$ cat config.mk
export PLATFORM = sky130hd
export DESIGN_NAME = regfile_wb_sequencer
export DESIGN_NICKNAME = d
export VERILOG_FILES = /design/src/rtl/regfile_wb_sequencer.sv
export SDC_FILE = /design/constraint.sdc
export NUM_CORES = 1
export LEC_CHECK = 0
export ABC_AREA = 1
export CORE_ASPECT_RATIO = 2
export CORE_MARGIN = 10
export CORE_UTILIZATION = 30
export CTS_BUF_LIST = sky130_fd_sc_hd__clkbuf_8
export CTS_CLUSTER_SIZE = 24
export DETAILED_ROUTE_END_ITERATION = 8
export PLACE_DENSITY_LB_ADDON = 0.25
export SYNTH_ARGS = -nofsm -noshare
export SYNTH_HDL_FRONTEND = slang
export SYNTH_SLANG_ARGS = --single-unit
$ cat constraint.sdc
create_clock -name clk -period 4.6 [get_ports clk]
set_input_delay 0.92 -clock clk [delete_from_list [all_inputs] [get_ports clk]]
set_output_delay 0.92 -clock clk [all_outputs]
set_load 0.005 [all_outputs]
$ cat src/rtl/regfile_wb_sequencer.sv
// ============================================================================
// Module   : regfile_wb_sequencer
// Purpose  : Serialises write-back requests onto the single register-file
//            write port. A long (UMULL/SMULL) request becomes two writes.
//            Optional macro WB_BYPASS_EN adds a same-cycle forwarding probe.
// Revision : 1.0 - initial release
// ============================================================================
`default_nettype none

module regfile_wb_sequencer #(
    parameter int                DATA_W  = 32,
    parameter int                ADDR_W  = 4,
    parameter logic [ADDR_W-1:0] PC_ADDR = 4'hF
) (
    input  logic              clk,
    input  logic              reset,
    input  logic              req_valid,
    output logic              req_ready,
    input  logic              req_long,
    input  logic [ADDR_W-1:0] req_wa3,
    input  logic [ADDR_W-1:0] req_wa4,
    input  logic [DATA_W-1:0] req_lo,
    input  logic [DATA_W-1:0] req_hi,
    output logic              rf_we,
    output logic [ADDR_W-1:0] rf_wa,
    output logic [DATA_W-1:0] rf_wd,
    output logic              pc_wr,
    output logic              done,
    output logic              err_same_dst
`ifdef WB_BYPASS_EN
    ,
    input  logic [ADDR_W-1:0] byp_addr,
    output logic              byp_hit,
    output logic [DATA_W-1:0] byp_data
`endif
);

    typedef enum logic [1:0] {
        ST_IDLE  = 2'd0,
        ST_WR_LO = 2'd1,
        ST_WR_HI = 2'd2
    } state_t;

    state_t              state_q, state_d;
    logic                long_q, long_d;
    logic [ADDR_W-1:0]   wa3_q, wa3_d;
    logic [ADDR_W-1:0]   wa4_q, wa4_d;
    logic [DATA_W-1:0]   lo_q, lo_d;
    logic [DATA_W-1:0]   hi_q, hi_d;
    logic                rf_we_q, rf_we_d;
    logic [ADDR_W-1:0]   rf_wa_q, rf_wa_d;
    logic [DATA_W-1:0]   rf_wd_q, rf_wd_d;
    logic                pc_wr_q, pc_wr_d;
    logic                done_q, done_d;
    logic                err_q, err_d;
    logic                accept;

    // Ready in every final write cycle so back-to-back requests stream.
    assign req_ready = (state_q == ST_IDLE) ||
                       (state_q == ST_WR_LO && !long_q) ||
                       (state_q == ST_WR_HI);
    assign accept    = req_valid && req_ready;

    always_comb begin
        state_d = state_q;
        long_d  = long_q;
        wa3_d   = wa3_q;
        wa4_d   = wa4_q;
        lo_d    = lo_q;
        hi_d    = hi_q;
        rf_we_d = 1'b0;
        rf_wa_d = '0;
        rf_wd_d = '0;
        done_d  = 1'b0;
        err_d   = 1'b0;
        pc_wr_d = 1'b0;

        unique case (state_q)
            ST_IDLE:  state_d = accept ? ST_WR_LO : ST_IDLE;
            ST_WR_LO: begin
                if (long_q)      state_d = ST_WR_HI;
                else if (accept) state_d = ST_WR_LO;
                else             state_d = ST_IDLE;
            end
            ST_WR_HI: state_d = accept ? ST_WR_LO : ST_IDLE;
            default:  state_d = ST_IDLE;
        endcase

        if (accept) begin
            long_d = req_long;
            wa3_d  = req_wa3;
            wa4_d  = req_wa4;
            lo_d   = req_lo;
            hi_d   = req_hi;
        end

        // Outputs are decoded from the next state so they appear registered.
        if (state_d == ST_WR_LO) begin
            rf_we_d = 1'b1;
            rf_wa_d = wa3_d;
            rf_wd_d = lo_d;
            done_d  = !long_d;
            err_d   = long_d && (wa3_d == wa4_d);
        end else if (state_d == ST_WR_HI) begin
            rf_we_d = 1'b1;
            rf_wa_d = wa4_d;
            rf_wd_d = hi_d;
            done_d  = 1'b1;
        end
        pc_wr_d = rf_we_d && (rf_wa_d == PC_ADDR);
    end

    always_ff @(posedge clk or negedge reset) begin
        if (!reset) begin
            state_q <= ST_IDLE;
            long_q  <= 1'b0;
            wa3_q   <= '0;
            wa4_q   <= '0;
            lo_q    <= '0;
            hi_q    <= '0;
            rf_we_q <= 1'b0;
            rf_wa_q <= '0;
            rf_wd_q <= '0;
            pc_wr_q <= 1'b0;
            done_q  <= 1'b0;
            err_q   <= 1'b0;
        end else begin
            state_q <= state_d;
            long_q  <= long_d;
            wa3_q   <= wa3_d;
            wa4_q   <= wa4_d;
            lo_q    <= lo_d;
            hi_q    <= hi_d;
            rf_we_q <= rf_we_d;
            rf_wa_q <= rf_wa_d;
            rf_wd_q <= rf_wd_d;
            pc_wr_q <= pc_wr_d;
            done_q  <= done_d;
            err_q   <= err_d;
        end
    end

    assign rf_we        = rf_we_q;
    assign rf_wa        = rf_wa_q;
    assign rf_wd        = rf_wd_q;
    assign pc_wr        = pc_wr_q;
    assign done         = done_q;
    assign err_same_dst = err_q;

`ifdef WB_BYPASS_EN
    assign byp_hit  = rf_we_q && (rf_wa_q == byp_addr);
    assign byp_data = byp_hit ? rf_wd_q : '0;
`endif

endmodule

`default_nettype wire

Word-level counts from Yosys, hierarchy flattened
Cells that the tools add are included.
Operators by class
  add/sub/neg operators: 0
  $mul: 0
  divide/modulo/power cells: 0
  magnitude comparators: 0
  equal/unequal tests: 6
  shift operators: 0
  muxes and demuxes: 16
  bitwise gates (word level): 0
  reductions and logical operators: 10
Operator list (number)
  32-bit 2-to-1 mux: 4
  4-bit 2-to-1 mux: 4
  1-bit 2-to-1 mux: 6
  2-bit by 1-bit == test with 1-bit output, second input constant: 2
  2-bit == test, second input constant: 2
  4-bit == test: 1
  4-bit == test, second input constant: 1
  1-bit logical AND: 4
  2-bit case mux with 2 select lines: 1
  1-bit logical NOT: 2
  2-bit logical NOT: 1
  1-bit logical OR: 2
  2-bit 2-to-1 mux: 1
  2-bit OR reduction: 1
Word-level totals
  register bits after elaboration: 115
  bits in latches: 0
  bits in writable memories: 0
  ROM bits: 0
  input port bits: 76
  logic and storage cells: 44
  memories kept: 0

Longest topological paths before layout
Gate-level depths: netlist (run 1).
  depth in word-level cells: 13
  mapped depth: 14
  gate-level depth less buffers: 11

Worst setup path before layout (run 1)
No wires, ideal clock.
  kind: input -> register
  start point: in req_valid
  end point: reg pc_wr_q (netlist: pc_wr)
  library setup time: 0.069 ns
  data arrival time: 2.267 ns
  data required time: 4.531 ns
  slack: 2.265 ns
  cell stages on the path: 13
  path through: nand2_4 inv_2 buf_6 buf_6 ha_1 buf_2 inv_1 nand2_1 inv_1 nand2_1 o21ai_2 nand2_1 nor2_2
Between the ends
  longest elaborated chain between the ends: 9
  elaborated cells between the ends (all ways): 14
Ends and longest elaborated chain
  start: declaration: RTL line 17  | input logic req_valid,
  1-bit logical AND (*): RTL line 62  | assign accept = req_valid && req_ready;
  1-bit 2-to-1 mux (*): RTL line 79, 82, 85
  2-bit 2-to-1 mux: RTL line 81  | if (long_q) state_d = ST_WR_HI;
  2-bit case mux with 2 select lines (*): RTL line 78  | unique case (state_q)
  named net state_d[0]: RTL line 44  | state_t state_q, state_d;
  2-bit == test: RTL line 104  | end else if (state_d == ST_WR_HI) begin
  4-bit 2-to-1 mux: RTL line 104
  4-bit 2-to-1 mux (*): RTL line 98  | if (state_d == ST_WR_LO) begin
  named net rf_wa_d[3]: RTL line 51  | logic [ADDR_W-1:0] rf_wa_q, rf_wa_d;
  4-bit == test (*): RTL line 110  | pc_wr_d = rf_we_d && (rf_wa_d == PC_ADDR);
  1-bit logical AND (*): RTL line 110
  named net pc_wr_d: RTL line 53  | logic pc_wr_q, pc_wr_d;
  end signal: assignment: RTL line 137  | pc_wr_q <= pc_wr_d;
  end: declaration: RTL line 53
The timed path passes the listed nets; every way through them passes the cells marked *.

Worst setup path after layout (run 1)
  start point: in req_valid
  end point: reg rf_wd_q[13] (netlist: rf_wd[13])
Between the ends
  longest elaborated chain between the ends: 7
  elaborated cells between the ends (all ways): 10
Ends and longest elaborated chain
  1-bit logical AND (*): RTL line 62
  1-bit 2-to-1 mux: RTL line 79, 82, 85
  2-bit 2-to-1 mux: RTL line 81
  2-bit case mux with 2 select lines: RTL line 78
  2-bit == test: RTL line 104
  32-bit 2-to-1 mux: RTL line 104
  32-bit 2-to-1 mux (*): RTL line 98
  named net rf_wd_d[13]: RTL line 52  | logic [DATA_W-1:0] rf_wd_q, rf_wd_d;
  end signal: assignment: RTL line 136  | rf_wd_q <= rf_wd_d;
  end: declaration: RTL line 52
Marks and branches as above.

==> results by group, run 1 <==
Critical path
  – Worst r2r path cells: 8
  – CP Max Fanout: 19
  – Critical path cell sequence: clkdlybuf4s50_1 > nand2_4 > inv_2 > ha_2 > inv_1 > nand2_1 > buf_4 > o21ai_0
  – Crit start category: input pin
  – Worst EP arrival: 3.01 ns
  – CP max stage cell: clkdlybuf4s50_1
  – Critical Path End Type: flip-flop
  – Reg2reg start: state_q[1]$_DFF_PN0_
  – R2r setup slk: 2.35 ns
  – CP Class: input pin to flip-flop
  – Worst r2r dst: rf_wd[13]$_DFF_PN0_
  – Crit path largest cell delay: 0.72 ns
  – CP required: 4.90 ns

Placed design
  – Input/output buffers: 116
  – Hpwl dp: 8720 µm
  – Global placement routability congestion: 0.793

Timing
  – Final worst path period need: 2.72 ns
  – Tightest Pin Transition: 0.779 ns
  – Final setup violation count: 0
  – Max Transition Viols Final: 0
  – RSZ-0062 raised after global routing: no
  – Slew headroom: 0.481
  – Final hold vios: 0
  – Worst hold margin: 0.415 ns
  – Peak Freq: 368 MHz
  – Layout Skew: 0.0104 ns
  – Period Utilization, post-route: 0.590
  – Total negative slack: 0 ns

Logic synthesis
  – Synthesis-stage register bit count: 115
  – Netlist cell types: 26
  – Synth Area in Compound Gates: 0.0805
  – Post-Synth Adder-Cell Area: 0.00546
  – Post-synthesis sequential area ratio: 0.628
  – Post-synth EDFFs: 0
  – Synth Area in Simple Gates: 0.212
  – Primary FF master, synth: dfrtp_1
  – Post-synthesis async set-or-reset flop share: 1.00
  – Largest family of logic cells by synthesized area: simple AND/OR/NAND/NOR gates
  – Post-synthesis cell area: 4580 µm²
  – Xor/xnor cell area share of the yosys netlist: 0
  – Post-synthesis mux area share: 0
  – Synthesis Warnings: 0
  – Synth Area per Inst: 9.51 µm²
  – Syn nets: 560
  – Gate count after technology mapping: 482

Floorplan
  – Die width: 107 µm
  – I/O pin count: 117
  – Core box area: 14900 µm²
  – Die area: 20900 µm²
  – Starting Density: 0.308
  – Placement Rows: 63
  – Die Span Y: 195 µm

Cells and area
  – Ant. Diodes: 0
  – Layout area overhead: 37.8%
  – Fillers: 1480
  – Share of cells above drive strength 1: 0.139
  – Final #Nets: 677
  – Fin util: 0.424
  – Multi-input combinational cell area: 1370 µm²
  – FF+latch area: 2880 µm²

Clocking
  – Worst-Skew Late Latency: 0.43 ns
  – CTS tree: yes
  – Post-CTS setup buffer count: 0
  – Total CTS buffers: 17
  – CTS sink cnt: 115
  – H-tree levels: 4
  – Clock Path Buffers: 2
  – Clk pin slew, worst setup/hold paths: 0.07 ns
  – CTS resizes: 0
  – Root Buffer: clkbuf_8
  – Hold-fix buffers, CTS: 0

Min path
  – HP Class: input pin to async pin

Run
  – Max cap viols: 0

GRT
  – Global Route Usage Sum: 0.122
  – First-pass GRT wire length: 19900 µm
  – Largest net degree at the start of global routing: 77
  – Initial antenna violation count: 0
  – Congestion Overflow GR: 0
  – Vias in the first global route: 3929

Detailed routing
  – Iteration-0 DRC Markers: 118
  – Routed Antenna Nets: 0
  – Vias per inst: 4.41
  – First-pass DRT Iterations: 4
  – Vias: 3561
  – Remaining DRCs: 0
  – Routed wire length: 12300 µm
  – WL per Instance: 15.2 µm

Power
  – Leakage: 2.98 nW
  – P per Cell Area: 452 nW/µm²
  – Max VDD drop: 0.237 mV

Run status
  – Outcome: finished, final reports clean
[cells in the mapped netlist, types with 2 or more instances]
cell type  instances  area (µm²)
or2_2             32         200
ha_1               2        25.0
inv_1             47         176
o21ai_1           24         120
nand3b_1           3        22.5
o21ai_2            2        17.5
nand2_2            6        37.5
dfrtp_1          115        2880
buf_2             11        55.1
clkbuf_1           5        18.8
nand3_1           13        65.1
inv_2              2        7.51
nand2_1          161         604
o21ai_0           42         210
buf_6              6        67.6
[power by group]
group	internal, mW	switching [mW]	leakage, nW	total [mW]
registers	1.19	0.0566	1.41	1.25
clock network	0.601	0.416	0.216	1.02
logic	0.283	0.305	1.36	0.588
[cell usage in the layout (no fill, tap or decap), types with 2 or more instances in the layout]
cell / Yosys / routed
nand2_1: 161 / 161
dfrtp_1: 115 / 115
clkdlybuf4s50_1: 0 / 115
inv_1: 47 / 48
o21ai_0: 42 / 42
or2_2: 32 / 32
o21ai_1: 24 / 24
clkbuf_8: 0 / 18
nand3_1: 13 / 13
buf_4: 1 / 7
nand2_2: 6 / 6
bufinv_16: 0 / 4
nand3b_1: 3 / 3
clkinvlp_4: 0 / 3
clkinv_2: 0 / 3
clkinv_4: 0 / 3
inv_2: 2 / 2
o21ai_2: 2 / 2
[cell families after synthesis]
| kind of cell | after synthesis |
|---|---|
| AND/OR/NAND/NOR | 221 |
| flip-flops | 115 |
| buffers and inverters | 74 |
| AO/OA/AOI/OAI | 70 |
| adder cells (fa/ha/maj) | 2 |
[worst max-delay path, delay by kind of cell]
family	cells	cell delay (ns)
AOI/OAI and AO/OA	1	0.13
adders and majority gates	1	0.17
buffers and inverters	4	1.22
and+or+nand+nor	2	0.56
[cell type report]
cell class                      instances  share of cell area
Inverter                               50              0.0297
Timing Repair Buffer                  122               0.191
Clock inverter                         14              0.0297
Multi-Input combinational cell        293               0.217
Clock buffer                           18              0.0392
Tap cell                              195              0.0386
Sequential cell                       115               0.456
[sequential cells by signal, summed over array words and instances (netlist names)]
name	flops
rf_wa	4
state_q	2
hi_q	32
done	1
long_q	1
err_same_dst	1
wa3_q	4
rf_wd	32
wa4_q	4
rf_we	1
lo_q	32
pc_wr	1
[metrics by stage]
stage               total power, mW  std cells  area [µm²]  setup WS, ns
floorplan                      1.56        482        4580          2.26
finish                         2.85        807        6320          1.88
detailed placement             1.87        775        5880          1.40
global route                   3.02        807        6320          1.69
CTS                            2.90        807        6320          1.86
global placement               1.86        775        5880          1.45
[routing by layer]
metal / GRT usage / wire length [µm]
met1: 0.119 / 4550
met2: 0.221 / 6830
met3: 0.0338 / 563
met5: 0 / 0
met4: 0.0680 / 343
[worst max path at each step]
stage | from | endpoint | slack, ns | cells past startpoint
finish | req_valid | rf_wd[13]$_DFF_PN0_ | 1.88 | 8
floorplan | req_valid | pc_wr$_DFF_PN0_ | 2.26 | 13
global route | req_valid | rf_wd[12]$_DFF_PN0_ | 1.69 | 8
detailed placement | req_valid | rf_wd[3]$_DFF_PN0_ | 1.40 | 8
global placement | req_valid | rf_wd[2]$_DFF_PN0_ | 1.45 | 8
CTS | req_valid | rf_wd[3]$_DFF_PN0_ | 1.86 | 8
Power figures use the tool's default switching activity.
==> run 2, diff against run 1 <==
==> constraint.sdc (replaced) <==
create_clock -name clk -period 2.7 [get_ports clk]
set_input_delay 0.54 -clock clk [delete_from_list [all_inputs] [get_ports clk]]
set_output_delay 0.54 -clock clk [all_outputs]
set_load 0.005 [all_outputs]
==> results by group, run 2 (same netlist as run 1, synthesis figures left out) <==
Detailed routing
  – Iteration-0 DRC Markers: 77
  – WL per Instance: 14.9 µm
  – Routed wire length: 12100 µm
  – Vias per inst: 4.29
  – Remaining DRCs: 0
  – Routed Antenna Nets: 0
  – Vias: 3480
  – First-pass DRT Iterations: 4

Cells and area
  – Fillers: 1483
  – Ant. Diodes: 0
  – Final #Nets: 681
  – Layout area overhead: 39.2%
  – Commonest cells after routing, fill and taps aside: nand2_1 (161), dfrtp_1 (115), clkdlybuf4s50_1 (115)
  – Share of cells above drive strength 1: 0.144
  – Finished Cell Area: 6380 µm²
  – Commonest non-fill, non-tap cell in the layout: nand2_1
  – Fin util: 0.428

Power
  – Gate power share: 0.204
  – Net switching power: 1.30 mW
  – P_int: 3.64 mW
  – Seq pwr share: 0.430
  – Leakage: 3.01 nW
  – Clock power frac: 0.366
  – Sw Ratio: 0.263
  – P per Cell Area: 774 nW/µm²
  – Max VDD drop: 0.292 mV

Placed design
  – Input/output buffers: 116
  – Dpl cell area: 5920 µm²
  – Hpwl dp: 8780 µm
  – Worst slack, placed: 0.353 ns
  – Global placement routability congestion: 0.756

Timing
  – Worst hold margin: 0.0658 ns
  – Layout Skew: 0.00799 ns
  – Max Transition Viols Final: 0
  – Peak Freq: 435 MHz
  – Final worst slack: 0.404 ns
  – Total negative slack: 0 ns
  – Tightest Pin Transition: 0.447 ns
  – Final hold vios: 0
  – Final worst path period need: 2.30 ns
  – Period Utilization, post-route: 0.851
  – Slew headroom: 0.702
  – Final setup violation count: 0
  – RSZ-0062 raised after global routing: no

Critical path
  – Critical path cell sequence: o21ai_4 > clkdlybuf4s50_1
  – Worst EP arrival: 1.76 ns
  – Crit path largest cell delay: 0.58 ns
  – CP required: 2.16 ns
  – CP delay by family, top: buffers and inverters
  – CP Max Fanout: 12
  – Critical Path End Type: output pin
  – Worst r2r path cells: 9
  – Worst r2r dst: err_same_dst$_DFF_PN0_
  – CP max stage cell: clkdlybuf4s50_1
  – R2r setup slk: 0.68 ns
  – Stages on the worst setup path: 2
  – Crit start category: flip-flop
  – Buf+Inv Stages, Crit Path: 1
  – CP Class: flip-flop to output pin
  – Reg2reg start: state_q[1]$_DFF_PN0_

GRT
  – First-pass GRT wire length: 19600 µm
  – Vias in the first global route: 3728
  – Global Route Usage Sum: 0.120
  – Initial antenna violation count: 0
  – Largest net degree at the start of global routing: 60
  – Congestion Overflow GR: 0

Clocking
  – Clock Path Buffers: 2
  – Worst-Skew Late Latency: 0.41 ns
  – CTS sink cnt: 115
  – Total CTS buffers: 17
  – Root Buffer: clkbuf_8
  – Hold-fix buffers, CTS: 0
  – CTS tree: yes
  – CTS resizes: 0
  – H-tree levels: 4
  – Clk pin slew, worst setup/hold paths: 0.07 ns
  – Post-CTS setup buffer count: 0

Floorplan
  – Die Span Y: 195 µm
  – Die area: 20900 µm²
  – I/O pin count: 117
  – Starting Density: 0.308
  – Die width: 107 µm
  – Placement Rows: 63
  – Core box area: 14900 µm²

Run status
  – Outcome: finished, final reports clean

Run
  – Max cap viols: 0

Min path
  – HP Class: input pin to async pin
run 2: worst max-delay path by stage:
stage / start / end / slack [ns]
3_5_place_dp: req_valid / err_same_dst$_DFF_PN0_ / 0.35
6_report: state_q[1]$_DFF_PN0_ / req_ready / 0.40
5_1_grt: state_q[1]$_DFF_PN0_ / req_ready / 0.30
3_3_place_gp: req_valid / err_same_dst$_DFF_PN0_ / 0.36
2_1_floorplan: state_q[1]$_DFF_PN0_ / rf_wd[12]$_DFF_PN0_ / 0.68
4_1_cts: state_q[1]$_DFF_PN0_ / req_ready / 0.36
run 2: per-layer routing:
metal | up-vias | part of all wire | wire length [µm] | GRT usage
met2 | 84 | 0.56 | 6750 | 0.213
met1 | 1665 | 0.38 | 4570 | 0.126
met4 | 0 | 0.014 | 164 | 0.0496
met5 | - | 0 | 0 | 0
li1 | 1724 | - | - | -
met3 | 7 | 0.051 | 620 | 0.0378
run 2: worst register-to-register path: cells and delay by family (launching register included):
family	cells	cell delay [ns]
compound gates	2	0.50
fa+ha+maj	1	0.17
buf+inv	2	0.46
flops	1	0.41
simple gates	4	0.42
run 2: final cells by class:
type / count / area (µm²) / area share
sequential: 115 / 2880 / 0.451
multi-input combinational: 293 / 1370 / 0.214
timing repair buffer: 126 / 1250 / 0.195
clock buffer: 18 / 248 / 0.0388
tap: 195 / 244 / 0.0382
clock inverter: 14 / 211 / 0.0331
inverter: 50 / 188 / 0.0294
run 2: per-stage QoR:
stage	cells	power (mW)
final	811	4.94
after global routing	811	5.24
after CTS	811	5.04
after detailed placement	779	3.19
after global placement	779	3.17
after floorplan	482	2.67
run 2: power by group through the flow:
stage               combinational [mW]  sequential [mW]  clock [mW]
CTS                               1.04             2.13        1.87
detailed placement                1.03             2.16           0
floorplan                        0.520             2.15           0
global route                      1.15             2.16        1.94
finish                            1.01             2.12        1.81
global placement                  1.01             2.15           0
